## src/rtl/minisrc_pkg.sv

```systemverilog
// Shared Mini SRC control definitions: sequencer states, branch condition codes,
// opcode/ALU constants and the per-state control strobe decode.
package minisrc_pkg;

  typedef enum logic [3:0] {
    IDLE, T0, T1, T2, T3, T4, T5, T6, DONE
  } state_t;

  typedef enum logic [1:0] {
    C2_ZR = 2'b00,
    C2_NZ = 2'b01,
    C2_PL = 2'b10,
    C2_MI = 2'b11
  } c2_t;

  localparam logic [4:0] MINISRC_BR_OPCODE = 5'b10010;
  localparam logic [4:0] MINISRC_ALU_ADD   = 5'b00011;

  typedef struct packed {
    logic       busy;
    logic       done;
    logic       pc_out;
    logic       mar_in;
    logic       inc_pc;
    logic       z_in;
    logic       zlow_out;
    logic       pc_in;
    logic       read;
    logic       mdr_in;
    logic       mdr_out;
    logic       ir_in;
    logic       grb;
    logic       rout;
    logic       y_in;
    logic       c_out;
    logic [4:0] alu;
  } ctrl_t;

  // Strobes for a given state; con only matters for the T6 PC write-back.
  function automatic ctrl_t ctrl_for(state_t s, logic con, logic [4:0] alu_add);
    ctrl_t c;
    c = '0;
    c.busy = (s != IDLE);
    case (s)
      T0: begin
        c.pc_out = 1'b1;
        c.mar_in = 1'b1;
        c.inc_pc = 1'b1;
        c.z_in   = 1'b1;
      end
      T1: begin
        c.zlow_out = 1'b1;
        c.pc_in    = 1'b1;
        c.read     = 1'b1;
        c.mdr_in   = 1'b1;
      end
      T2: begin
        c.mdr_out = 1'b1;
        c.ir_in   = 1'b1;
      end
      T3: begin
        c.grb  = 1'b1;
        c.rout = 1'b1;
      end
      T4: begin
        c.pc_out = 1'b1;
        c.y_in   = 1'b1;
      end
      T5: begin
        c.c_out = 1'b1;
        c.z_in  = 1'b1;
        c.alu   = alu_add;
      end
      T6: begin
        c.zlow_out = 1'b1;
        c.pc_in    = con;
      end
      DONE:    c.done = 1'b1;
      default: c = '0;
    endcase
    return c;
  endfunction

endpackage

```

## src/rtl/branch_sequencer_if.sv

```systemverilog
// Handshake, datapath bus and control strobes between the sequencer and its user.
interface branch_sequencer_if #(
  parameter int DATA_WIDTH = 32
);
  // The instruction format is fixed at 32 bits regardless of the datapath width.
  logic                  start;
  logic [31:0]           IR_Data;
  logic [DATA_WIDTH-1:0] Bus_Data;

  logic busy, done, taken, illegal;
  logic PC_out, MAR_in, IncPC, Z_in, Zlow_out, PC_in, Read;
  logic MDR_in, MDR_out, IR_in, Grb, Rout, Y_in, C_out;
  logic [4:0] alu_instruction_bits;

  modport master (
    output start, IR_Data, Bus_Data,
    input  busy, done, taken, illegal,
    input  PC_out, MAR_in, IncPC, Z_in, Zlow_out, PC_in, Read,
    input  MDR_in, MDR_out, IR_in, Grb, Rout, Y_in, C_out,
    input  alu_instruction_bits
  );

  modport slave (
    input  start, IR_Data, Bus_Data,
    output busy, done, taken, illegal,
    output PC_out, MAR_in, IncPC, Z_in, Zlow_out, PC_in, Read,
    output MDR_in, MDR_out, IR_in, Grb, Rout, Y_in, C_out,
    output alu_instruction_bits
  );
endinterface

```

## src/rtl/branch_sequencer_con_ff_logic.sv

```systemverilog
// Branch condition evaluation on the bus value and the CON flip-flop that holds it.
module con_ff_logic
  import minisrc_pkg::*;
#(
  parameter int DATA_WIDTH = 32
) (
  input  logic                  clk,
  input  logic                  clr,
  input  logic                  en,
  input  c2_t                   c2,
  input  logic [DATA_WIDTH-1:0] value,
  output logic                  cond,
  output logic                  con_q
);

  logic is_zero;
  logic is_neg;

  assign is_zero = (value == '0);
  assign is_neg  = value[DATA_WIDTH-1];

  always_comb begin
    cond = 1'b0;
    case (c2)
      C2_ZR:   cond = is_zero;
      C2_NZ:   cond = !is_zero;
      C2_PL:   cond = !is_neg;
      C2_MI:   cond = is_neg;
      default: cond = 1'b0;
    endcase
  end

  always_ff @(posedge clk or posedge clr) begin
    if (clr) begin
      con_q <= 1'b0;
    end else if (en) begin
      con_q <= cond;
    end
  end

endmodule

```

## src/rtl/branch_sequencer.sv

```systemverilog
// Fetch-to-PC-update sequencer for one Mini SRC conditional branch (brzr/brnz/brpl/brmi).
module branch_sequencer
  import minisrc_pkg::*;
#(
  parameter int         DATA_WIDTH = 32,
  parameter logic [4:0] BR_OPCODE  = MINISRC_BR_OPCODE,
  parameter logic [4:0] ALU_ADD    = MINISRC_ALU_ADD,
  parameter bit         EARLY_EXIT = 1'b1
) (
  input logic         clk,
  input logic         clr,
  branch_sequencer_if.slave sif
);

  state_t state_reg, state_next;
  ctrl_t  ctrl_reg;
  logic   taken_reg, illegal_reg;
  logic   opcode_ok, capture, cond_now, con_q, con_next;
  logic   unused_ir;

  assign opcode_ok = (sif.IR_Data[31:27] == BR_OPCODE);
  assign capture   = (state_reg == T3) && opcode_ok;
  assign con_next  = capture ? cond_now : con_q;
  assign unused_ir = ^{sif.IR_Data[26:21], sif.IR_Data[18:0]};

  con_ff_logic #(
    .DATA_WIDTH(DATA_WIDTH)
  ) u_con (
    .clk   (clk),
    .clr   (clr),
    .en    (capture),
    .c2    (c2_t'(sif.IR_Data[20:19])),
    .value (sif.Bus_Data),
    .cond  (cond_now),
    .con_q (con_q)
  );

  always_comb begin
    state_next = state_reg;
    case (state_reg)
      IDLE: if (sif.start) state_next = T0;
      T0:   state_next = T1;
      T1:   state_next = T2;
      T2:   state_next = T3;
      T3: begin
        if (!opcode_ok)                    state_next = DONE;
        else if (cond_now || !EARLY_EXIT)  state_next = T4;
        else                               state_next = DONE;
      end
      T4:      state_next = T5;
      T5:      state_next = T6;
      T6:      state_next = DONE;
      DONE:    state_next = IDLE;
      default: state_next = IDLE;
    endcase
  end

  // Strobes are decoded from the next state so they appear registered in the state they belong to.
  always_ff @(posedge clk or posedge clr) begin
    if (clr) begin
      state_reg   <= IDLE;
      ctrl_reg    <= '0;
      taken_reg   <= 1'b0;
      illegal_reg <= 1'b0;
    end else begin
      state_reg <= state_next;
      ctrl_reg  <= ctrl_for(state_next, con_next, ALU_ADD);
      if (state_reg == T3) begin
        illegal_reg <= !opcode_ok;
      end
      if (state_next == DONE) begin
        taken_reg <= (state_reg == T3) ? (opcode_ok && cond_now) : con_q;
      end
    end
  end

  assign sif.busy                 = ctrl_reg.busy;
  assign sif.done                 = ctrl_reg.done;
  assign sif.taken                = taken_reg;
  assign sif.illegal              = illegal_reg;
  assign sif.PC_out               = ctrl_reg.pc_out;
  assign sif.MAR_in               = ctrl_reg.mar_in;
  assign sif.IncPC                = ctrl_reg.inc_pc;
  assign sif.Z_in                 = ctrl_reg.z_in;
  assign sif.Zlow_out             = ctrl_reg.zlow_out;
  assign sif.PC_in                = ctrl_reg.pc_in;
  assign sif.Read                 = ctrl_reg.read;
  assign sif.MDR_in               = ctrl_reg.mdr_in;
  assign sif.MDR_out              = ctrl_reg.mdr_out;
  assign sif.IR_in                = ctrl_reg.ir_in;
  assign sif.Grb                  = ctrl_reg.grb;
  assign sif.Rout                 = ctrl_reg.rout;
  assign sif.Y_in                 = ctrl_reg.y_in;
  assign sif.C_out                = ctrl_reg.c_out;
  assign sif.alu_instruction_bits = ctrl_reg.alu;

endmodule

```

## src/flat_wrapper.sv

```systemverilog
// flat-port wrapper written by rule: the top's interface ports become plain ports
module branch_sequencer_flat import minisrc_pkg::*;
#(
  parameter int         DATA_WIDTH = 32,
  parameter logic [4:0] BR_OPCODE  = MINISRC_BR_OPCODE,
  parameter logic [4:0] ALU_ADD    = MINISRC_ALU_ADD,
  parameter bit         EARLY_EXIT = 1'b1
)
  (clk, clr, sif_start, sif_IR_Data, sif_Bus_Data, sif_busy, sif_done, sif_taken, sif_illegal, sif_PC_out, sif_MAR_in, sif_IncPC, sif_Z_in, sif_Zlow_out, sif_PC_in, sif_Read, sif_MDR_in, sif_MDR_out, sif_IR_in, sif_Grb, sif_Rout, sif_Y_in, sif_C_out, sif_alu_instruction_bits);
  branch_sequencer_if #(.DATA_WIDTH(DATA_WIDTH)) sif_i ();
  input logic clk;
  input logic clr;
  input wire logic [$bits(sif_i.start)-1:0] sif_start;
  input wire logic [$bits(sif_i.IR_Data)-1:0] sif_IR_Data;
  input wire logic [$bits(sif_i.Bus_Data)-1:0] sif_Bus_Data;
  output wire logic [$bits(sif_i.busy)-1:0] sif_busy;
  output wire logic [$bits(sif_i.done)-1:0] sif_done;
  output wire logic [$bits(sif_i.taken)-1:0] sif_taken;
  output wire logic [$bits(sif_i.illegal)-1:0] sif_illegal;
  output wire logic [$bits(sif_i.PC_out)-1:0] sif_PC_out;
  output wire logic [$bits(sif_i.MAR_in)-1:0] sif_MAR_in;
  output wire logic [$bits(sif_i.IncPC)-1:0] sif_IncPC;
  output wire logic [$bits(sif_i.Z_in)-1:0] sif_Z_in;
  output wire logic [$bits(sif_i.Zlow_out)-1:0] sif_Zlow_out;
  output wire logic [$bits(sif_i.PC_in)-1:0] sif_PC_in;
  output wire logic [$bits(sif_i.Read)-1:0] sif_Read;
  output wire logic [$bits(sif_i.MDR_in)-1:0] sif_MDR_in;
  output wire logic [$bits(sif_i.MDR_out)-1:0] sif_MDR_out;
  output wire logic [$bits(sif_i.IR_in)-1:0] sif_IR_in;
  output wire logic [$bits(sif_i.Grb)-1:0] sif_Grb;
  output wire logic [$bits(sif_i.Rout)-1:0] sif_Rout;
  output wire logic [$bits(sif_i.Y_in)-1:0] sif_Y_in;
  output wire logic [$bits(sif_i.C_out)-1:0] sif_C_out;
  output wire logic [$bits(sif_i.alu_instruction_bits)-1:0] sif_alu_instruction_bits;
  assign sif_i.start = sif_start;
  assign sif_i.IR_Data = sif_IR_Data;
  assign sif_i.Bus_Data = sif_Bus_Data;
  assign sif_busy = sif_i.busy;
  assign sif_done = sif_i.done;
  assign sif_taken = sif_i.taken;
  assign sif_illegal = sif_i.illegal;
  assign sif_PC_out = sif_i.PC_out;
  assign sif_MAR_in = sif_i.MAR_in;
  assign sif_IncPC = sif_i.IncPC;
  assign sif_Z_in = sif_i.Z_in;
  assign sif_Zlow_out = sif_i.Zlow_out;
  assign sif_PC_in = sif_i.PC_in;
  assign sif_Read = sif_i.Read;
  assign sif_MDR_in = sif_i.MDR_in;
  assign sif_MDR_out = sif_i.MDR_out;
  assign sif_IR_in = sif_i.IR_in;
  assign sif_Grb = sif_i.Grb;
  assign sif_Rout = sif_i.Rout;
  assign sif_Y_in = sif_i.Y_in;
  assign sif_C_out = sif_i.C_out;
  assign sif_alu_instruction_bits = sif_i.alu_instruction_bits;
  branch_sequencer #(.DATA_WIDTH(DATA_WIDTH), .BR_OPCODE(BR_OPCODE), .ALU_ADD(ALU_ADD), .EARLY_EXIT(EARLY_EXIT)) u_core (.clk(clk), .clr(clr), .sif(sif_i));
endmodule
```

## config.mk

```make
export PLATFORM = sky130hd
export DESIGN_NAME = branch_sequencer_flat
export DESIGN_NICKNAME = d
export VERILOG_FILES = /design/src/rtl/minisrc_pkg.sv /design/src/rtl/branch_sequencer_if.sv /design/src/rtl/branch_sequencer_con_ff_logic.sv /design/src/rtl/branch_sequencer.sv /design/src/flat_wrapper.sv
export SDC_FILE = /design/constraint.sdc
export NUM_CORES = 1
export LEC_CHECK = 0
export ABC_AREA = 1
export BUFFER_PORTS_ARGS = -buffer_cell sky130_fd_sc_hd__buf_4
export CORE_MARGIN = 2
export CORE_UTILIZATION = 34
export CTS_CLUSTER_DIAMETER = 80
export DETAILED_ROUTE_END_ITERATION = 7
export GPL_TIMING_DRIVEN = 0
export PLACE_DENSITY_LB_ADDON = 0.3
export SETUP_SLACK_MARGIN = 0.5
export SYNTH_ARGS = -nofsm -noshare
export SYNTH_HDL_FRONTEND = slang
export SYNTH_HIERARCHICAL = 1
export SYNTH_SLANG_ARGS = --single-unit
```

## constraint.sdc

```tcl
create_clock -name clk -period 1.35 [get_ports clk]
set_clock_uncertainty 0.2 [all_clocks]
set_input_delay 0.27 -clock clk [delete_from_list [all_inputs] [get_ports clk]]
set_output_delay 0.27 -clock clk [all_outputs]
set_load 0.01 [all_outputs]
```

## Word level (Yosys, flattened, before mapping)

Index checks and enable logic that the tools add are counted.
Widths: inputs -> output; s select.

| operators by class | value |
|---|---|
| equality and inequality tests | 19 |
| reduce and logical (&&, ||, !) cells | 12 |
| multiplexer cells | 18 |

Operators with widths:

| cell | number |
|---|---|
| $eq 4x3->1 const B | 8 |
| $logic_not 32->1 | 1 |
| $pmux 4 s8 | 1 |
| $eq 4x2->1 const B | 4 |
| $mux 4 | 3 |
| $eq 4x1->1 const B | 2 |
| $mux 2 | 4 |
| $reduce_or 8->1 | 1 |
| $mux 1 | 7 |
| $mux 6 | 1 |
| $eq 5x5->1 const B | 1 |
| $eq 2x2->1 const B | 2 |
| $eq 4x4->1 const B | 1 |
| $logic_not 4->1 | 1 |
| $pmux 1 s4 | 1 |
| $pmux 2 s2 | 1 |
| $reduce_bool 4->1 | 1 |
| $reduce_or 2->1 | 2 |
| $logic_not 1->1 | 3 |
| $eq 2x1->1 const B | 1 |
| $logic_and 1x1->1 | 2 |
| $logic_not 2->1 | 1 |

| word-level totals | value |
|---|---|
| register bits | 28 |
| output and inout bits | 23 |
| logic and storage cells | 70 |

## Longest topological paths before layout

| logic depth | value |
|---|---|
| depth after elaboration | 9 |
| gate-level depth with buffers | 14 |
| depth with buffers taken out | 14 |

## Hierarchy

Netlist, hierarchy kept.

Modules (own cells, without submodules):

| module | cells an instance | area each (sq um) | seq. area each (sq um) | instances |
|---|---|---|---|---|
| branch_sequencer | 98 | 879.6 | 450.4 | 1 |
| con_ff_logic | 47 | 207.7 | 25.0 | 1 |

## Worst setup path before layout

Ideal clock, no wire load.

| timing | value |
|---|---|
| kind | input to register |
| start | in sif_Bus_Data[7] |
| end | reg u_core.ctrl_reg, in the netlist u_core/sif.busy |
| buffers on the path | 0 |
| data required time | 1.031 ns |
| stages on the path | 14 |
| arrival time | 1.300 ns |
| slack | -0.269 ns |
| setup time | 0.119 ns |
| cells stage by stage | nor2_1 -> nand2_1 -> nor2_1 -> nand2_1 -> nor2_1 -> nand2_1 -> nand3_2 -> inv_1 -> a21oi_1 -> nand3_1 -> nand2_2 -> nand2_1 -> nor2_1 -> nand2_1 |

| between the ends | value |
|---|---|
| longest elaborated chain between the ends | 9 |

RTL lines:

| what | RTL line | text |
|---|---|---|
| from (decl) | flat_wrapper.sv:15 | `input wire logic [$bits(sif_i.Bus_Data)-1:0] sif_Bus_Data;` |
| $logic_not 32->1 (*) | branch_sequencer_con_ff_logic.sv:19 | `assign is_zero = (value == '0);` |
| $logic_not 1->1 | branch_sequencer_con_ff_logic.sv:26 | `C2_NZ: cond = !is_zero;` |
| $pmux 1 s4 (*) | branch_sequencer_con_ff_logic.sv:24 | `case (c2)` |
| named net u_core.cond_now | branch_sequencer.sv:18 | `logic opcode_ok, capture, cond_now, con_q, con_next;` |
| $mux 4 (*) | branch_sequencer.sv:47 | `else if (cond_now \|\| !EARLY_EXIT) state_next = T4;` |
| $mux 4 (*) | branch_sequencer.sv:46 | `if (!opcode_ok) state_next = DONE;` |
| $pmux 4 s8 (*) | branch_sequencer.sv:40 | `case (state_reg)` |
| $eq 4x1->1 (tied with other cells) | minisrc_pkg.sv:44 | `case (s)` |
| $reduce_or 8->1 (no line) | n/a |  |
| $mux 1 (*) | minisrc_pkg.sv:44 |  |
| to (signal assigned) | branch_sequencer.sv:67 | `ctrl_reg <= ctrl_for(state_next, con_next, ALU_ADD);` |
| to (decl) | branch_sequencer.sv:16 | `ctrl_t ctrl_reg;` |

The timed path passes the listed nets; every way through them passes the cells marked *.
A chain may end at the register's enable or synchronous reset.

## Worst setup path in the final report

| timing | value |
|---|---|
| start | reg u_core.state_reg[0] |
| end | reg u_core.ctrl_reg, in the netlist u_core/sif.busy |

| between the ends | value |
|---|---|
| longest elaborated chain between the ends | 5 |

RTL lines:

| what | RTL line | text |
|---|---|---|
| from (decl) | branch_sequencer.sv:15 | `state_t state_reg, state_next;` |
| from (signal assigned) | branch_sequencer.sv:66 | `state_reg <= state_next;` |
| $eq 4x3->1 (tied with other cells) | branch_sequencer.sv:40 |  |
| $pmux 4 s8 (*) | branch_sequencer.sv:40 |  |
| $eq 4x1->1 (tied with other cells) | minisrc_pkg.sv:44 |  |
| $reduce_or 8->1 (no line) | n/a |  |
| $mux 1 (*) | minisrc_pkg.sv:44 |  |

Every way passes the cells marked *; elsewhere a longest branch is shown, timed or not.

==> impl_summary.md <==
Cells and area
The final antenna diode count is 0. The final-layout fill cell count is 223. The register area is 478 um2. The final layout net count is 305.

The ratio of cells with drive above 1 in the final layout is 66.2%. The signed area change from the synthesized netlist to the final layout is 107%. The count of non-filler cells in the finished layout is 281. The register with the most flip-flops in the layout has 4 of them. In the final layout, the multi-input gates occupy 629 um2.

Clock tree
The clock latency at the later pin of the worst-skew pair is 0.30 ns. In this run the number of H-tree levels came out at 1. Clock tree synthesis found a total of 19 sinks. No sink is reached through more buffers than the 2 on the longest clock path.

The clock buffer count from CTS is 3. The clock slew at the register clock pins of the worst setup and hold paths is 0.11 ns. TritonCTS built the clock tree.

The clock tree root driver cell is clkbuf_4.

Power
The static leakage power is 1.18 nW. The worst-case IR drop observed on VDD is 1.18 mV. Dividing total power by cell area gives a power density of 1500 nW/um2.

Yosys
The async set-or-reset flop fraction in the synthesized netlist is 100%. The post-synthesis instance area is 1090 um2. For this run, the leading register cell type out of synthesis is dfrtp_1. The sequential fraction of the synthesis area is 43.7%. The cell taking the most area after synthesis is dfrtp_1. Of the total synthesized cell area, the portion taken by full adders, half adders and majority gates is 0%.

After Yosys synthesis, XOR and XNOR cells account for 0% of the synthesized area. The largest family of logic cells by synthesized area is simple AND/OR/NAND/NOR gates. The simple-gate share of the synthesized area is 38.4%. The synthesized netlist devotes 2.19% of its cell area to compound gates. The synthesized design contains 0 enable-type register cells. The synthesized instance count is 145. Yosys mapped the design onto 23 distinct sky130hd cell types. The fraction of synthesized area in multiplexers is 0%. The top-area cell type share of the netlist area is 43.7%. Synthesis inferred 19 register bits.

During synthesis, Yosys emitted a total of 6 warnings. Sorting the synthesized cells by area gives the leading types as dfrtp_1 (44%), nor2_1 (12%), nand2_1 (11%), inv_1 (7.2%), buf_4 (6.9%). Each instance of the synthesized netlist takes up on average 7.50 um2.

Detailed routing
Once detail routing completed, the nets flagged for antenna violations numbered 0. The detail-routed via count per cell is 4.34. After detailed routing, the average wire length per cell comes to 11.2 um. The count of unresolved DRC violations after routing is 0. The wire length after detailed routing is 3160 um. The routed via count is 1,220. The pre-antenna-repair detailed-routing pass consisted of 4 iterations. The detailed router finished its first iteration with 30 violations.

Run status
The final reports fail on negative setup slack. The flow ran to the end, but the final reports show violations.

STA
The number of max-slew violations in the final report is 0. The final hold violation count was 0. The worst path uses 117% of the clock period. Once routing completed, OpenROAD measured the worst setup slack at -0.230 ns. Setup violations remaining at the end of the flow were counted as 19.

The final-layout worst hold slack is 0.0819 ns. Setup repair after global routing could not meet its margin everywhere. The total negative slack is -2.02 ns.

The worst path in the final design needs a cycle of 1.58 ns, including I/O delays and setup. The timing-limited maximum frequency is 633 MHz.

GRT
Global routing used 16.4% of the available tracks. The number of antenna violations at the first check in global routing is 0. The total global routing overflow is 0. The number of global-route vias before repair was 1,074. The pin count of the biggest net entering global routing is 19. The global-route wire length before repair is 4570 um.

Worst setup path
The critical setup path kind is reg2reg. The worst-path maximum fanout is 5. The worst setup path is launched from a flip-flop.

STA classifies the critical path endpoint as a flip-flop. For the worst setup path, the data arrival time is 1.58 ns. The data required time of the worst path is 1.35 ns.

Floorplan
The die extent in x is 60.6 um. The area of the core is 3050 um2. The floorplan step defined a die boundary enclosing 3670 um2.

In this run the count of I/O pins placed on the die edge is 90. Measured along the y axis, the die boundary spans 60.6 um. Once the floorplan was initialized, standard cells occupied 35.6% of the core. The floorplan has 20 rows.

Placed design
During placement, the flow inserted port buffers numbering 61. Including well taps, the total number of placed cells is 252. After legalization and detailed placement, the total HPWL measured 2000 um. The weighted congestion at the end of routability-driven global placement is 0.763. OpenSTA, run right after detailed placement, puts the worst setup slack at -0.540 ns.

Run
The max-cap check violation count is 0.

Min path
The min-delay analysis places its worst path in the category in2reg.
cell type report:
class / count / share of cell area (%)
buffer: 10 / 4.50
clock buffer: 3 / 0.999
clock inverter: 1 / 0.222
inverter: 24 / 4.66
multi-input combinational: 94 / 27.9
sequential: 19 / 21.2
tap: 44 / 2.44
timing repair buffer: 86 / 38.0
cells in the final DEF, fill, tap and decap left out, types with 9 or more instances in the layout:
master    n
inv_1    11
buf_4    39
nand2_1  25
nand2_2   9
nor2_1   17
inv_2     9
dfrtp_1  17
buf_6    52
nor2_2   12
nor2_4    9
stage by stage:
stage	total power, mW	utilization, %	cell area (um2)
floorplan	1.78	-	1200
global placement	2.24	56.2	1720
detailed placement	2.27	56.2	1720
CTS	2.99	66.4	2030
global route	3.58	73.8	2250
finish	3.38	73.8	2250
routing by layer:
metal,track usage (%),up-vias,part of all wire (%)
li1,-,613,-
met1,17.8,565,39
met2,32.6,36,56
met3,4.05,6,4.0
met4,2.48,0,1.4
met5,0,-,0
synthesized netlist by cell type (2+ instances only):
cell type,n
nor2_4,2
nor3_1,2
nor2_2,2
inv_2,2
dfrtp_1,19
nor2_1,34
buf_4,10
nand3_1,6
nand2_1,32
inv_1,21
nand2_2,3
repair_timing:
item	4_1_cts	5_1_grt
pin swaps	29	25
endpoints found under the setup margin	39	57
resized for setup	51	31
endpoints found under the hold margin	19	19
setup buffers	12	12
hold buffers	1	1
path summary, 6_finish.rpt:
kind	from	end	slack, ns	cells past startpoint
worst max-delay path	u_core/state_reg[0]$_DFF_PP0_	u_core/sif.busy$_DFF_PP0_	-0.23	10
worst min-delay path	sif_start	u_core/sif.PC_out$_DFF_PP0_	0.08	3
worst max register to register	u_core/state_reg[0]$_DFF_PP0_	u_core/sif.busy$_DFF_PP0_	-0.23	10
worst min register to register	u_core/sif.illegal$_DFFE_PP0P_	u_core/sif.illegal$_DFFE_PP0P_	0.34	2
max in group asynchronous	clr	u_core/sif.MDR_in$_DFF_PP0_	0.44	4
min in group asynchronous	clr	u_core/u_con/con_q$_DFFE_PP0P_	0.21	3
cell families (layout without fill, tap and decap cells):
kind of cell | Yosys count | in the layout
DFF | 19 | 19
AOI/OAI and AO/OA | 4 | 4
and+or+nand+nor | 87 | 87
buffers and inverters | 34 | 124
other | 1 | 3
worst max-delay path, stage by stage, from the launching register on:
cell      delay (ns)
dfrtp_1         0.40
buf_6           0.14
buf_4           0.14
nand2_4         0.08
clkinv_2        0.08
nor2_2          0.10
nor2_2          0.04
nand2_2         0.09
nand2_1         0.06
nor2_1          0.10
nand2_1         0.05
where the power goes:
part,leakage (nW),internal [mW],switching [mW]
combinational,0.917,1.20,0.967
sequential,0.244,0.759,0.165
clock,0.0177,0.110,0.178
total,1.18,2.07,1.31
Note: power is estimated with default switching activity, not from simulation.
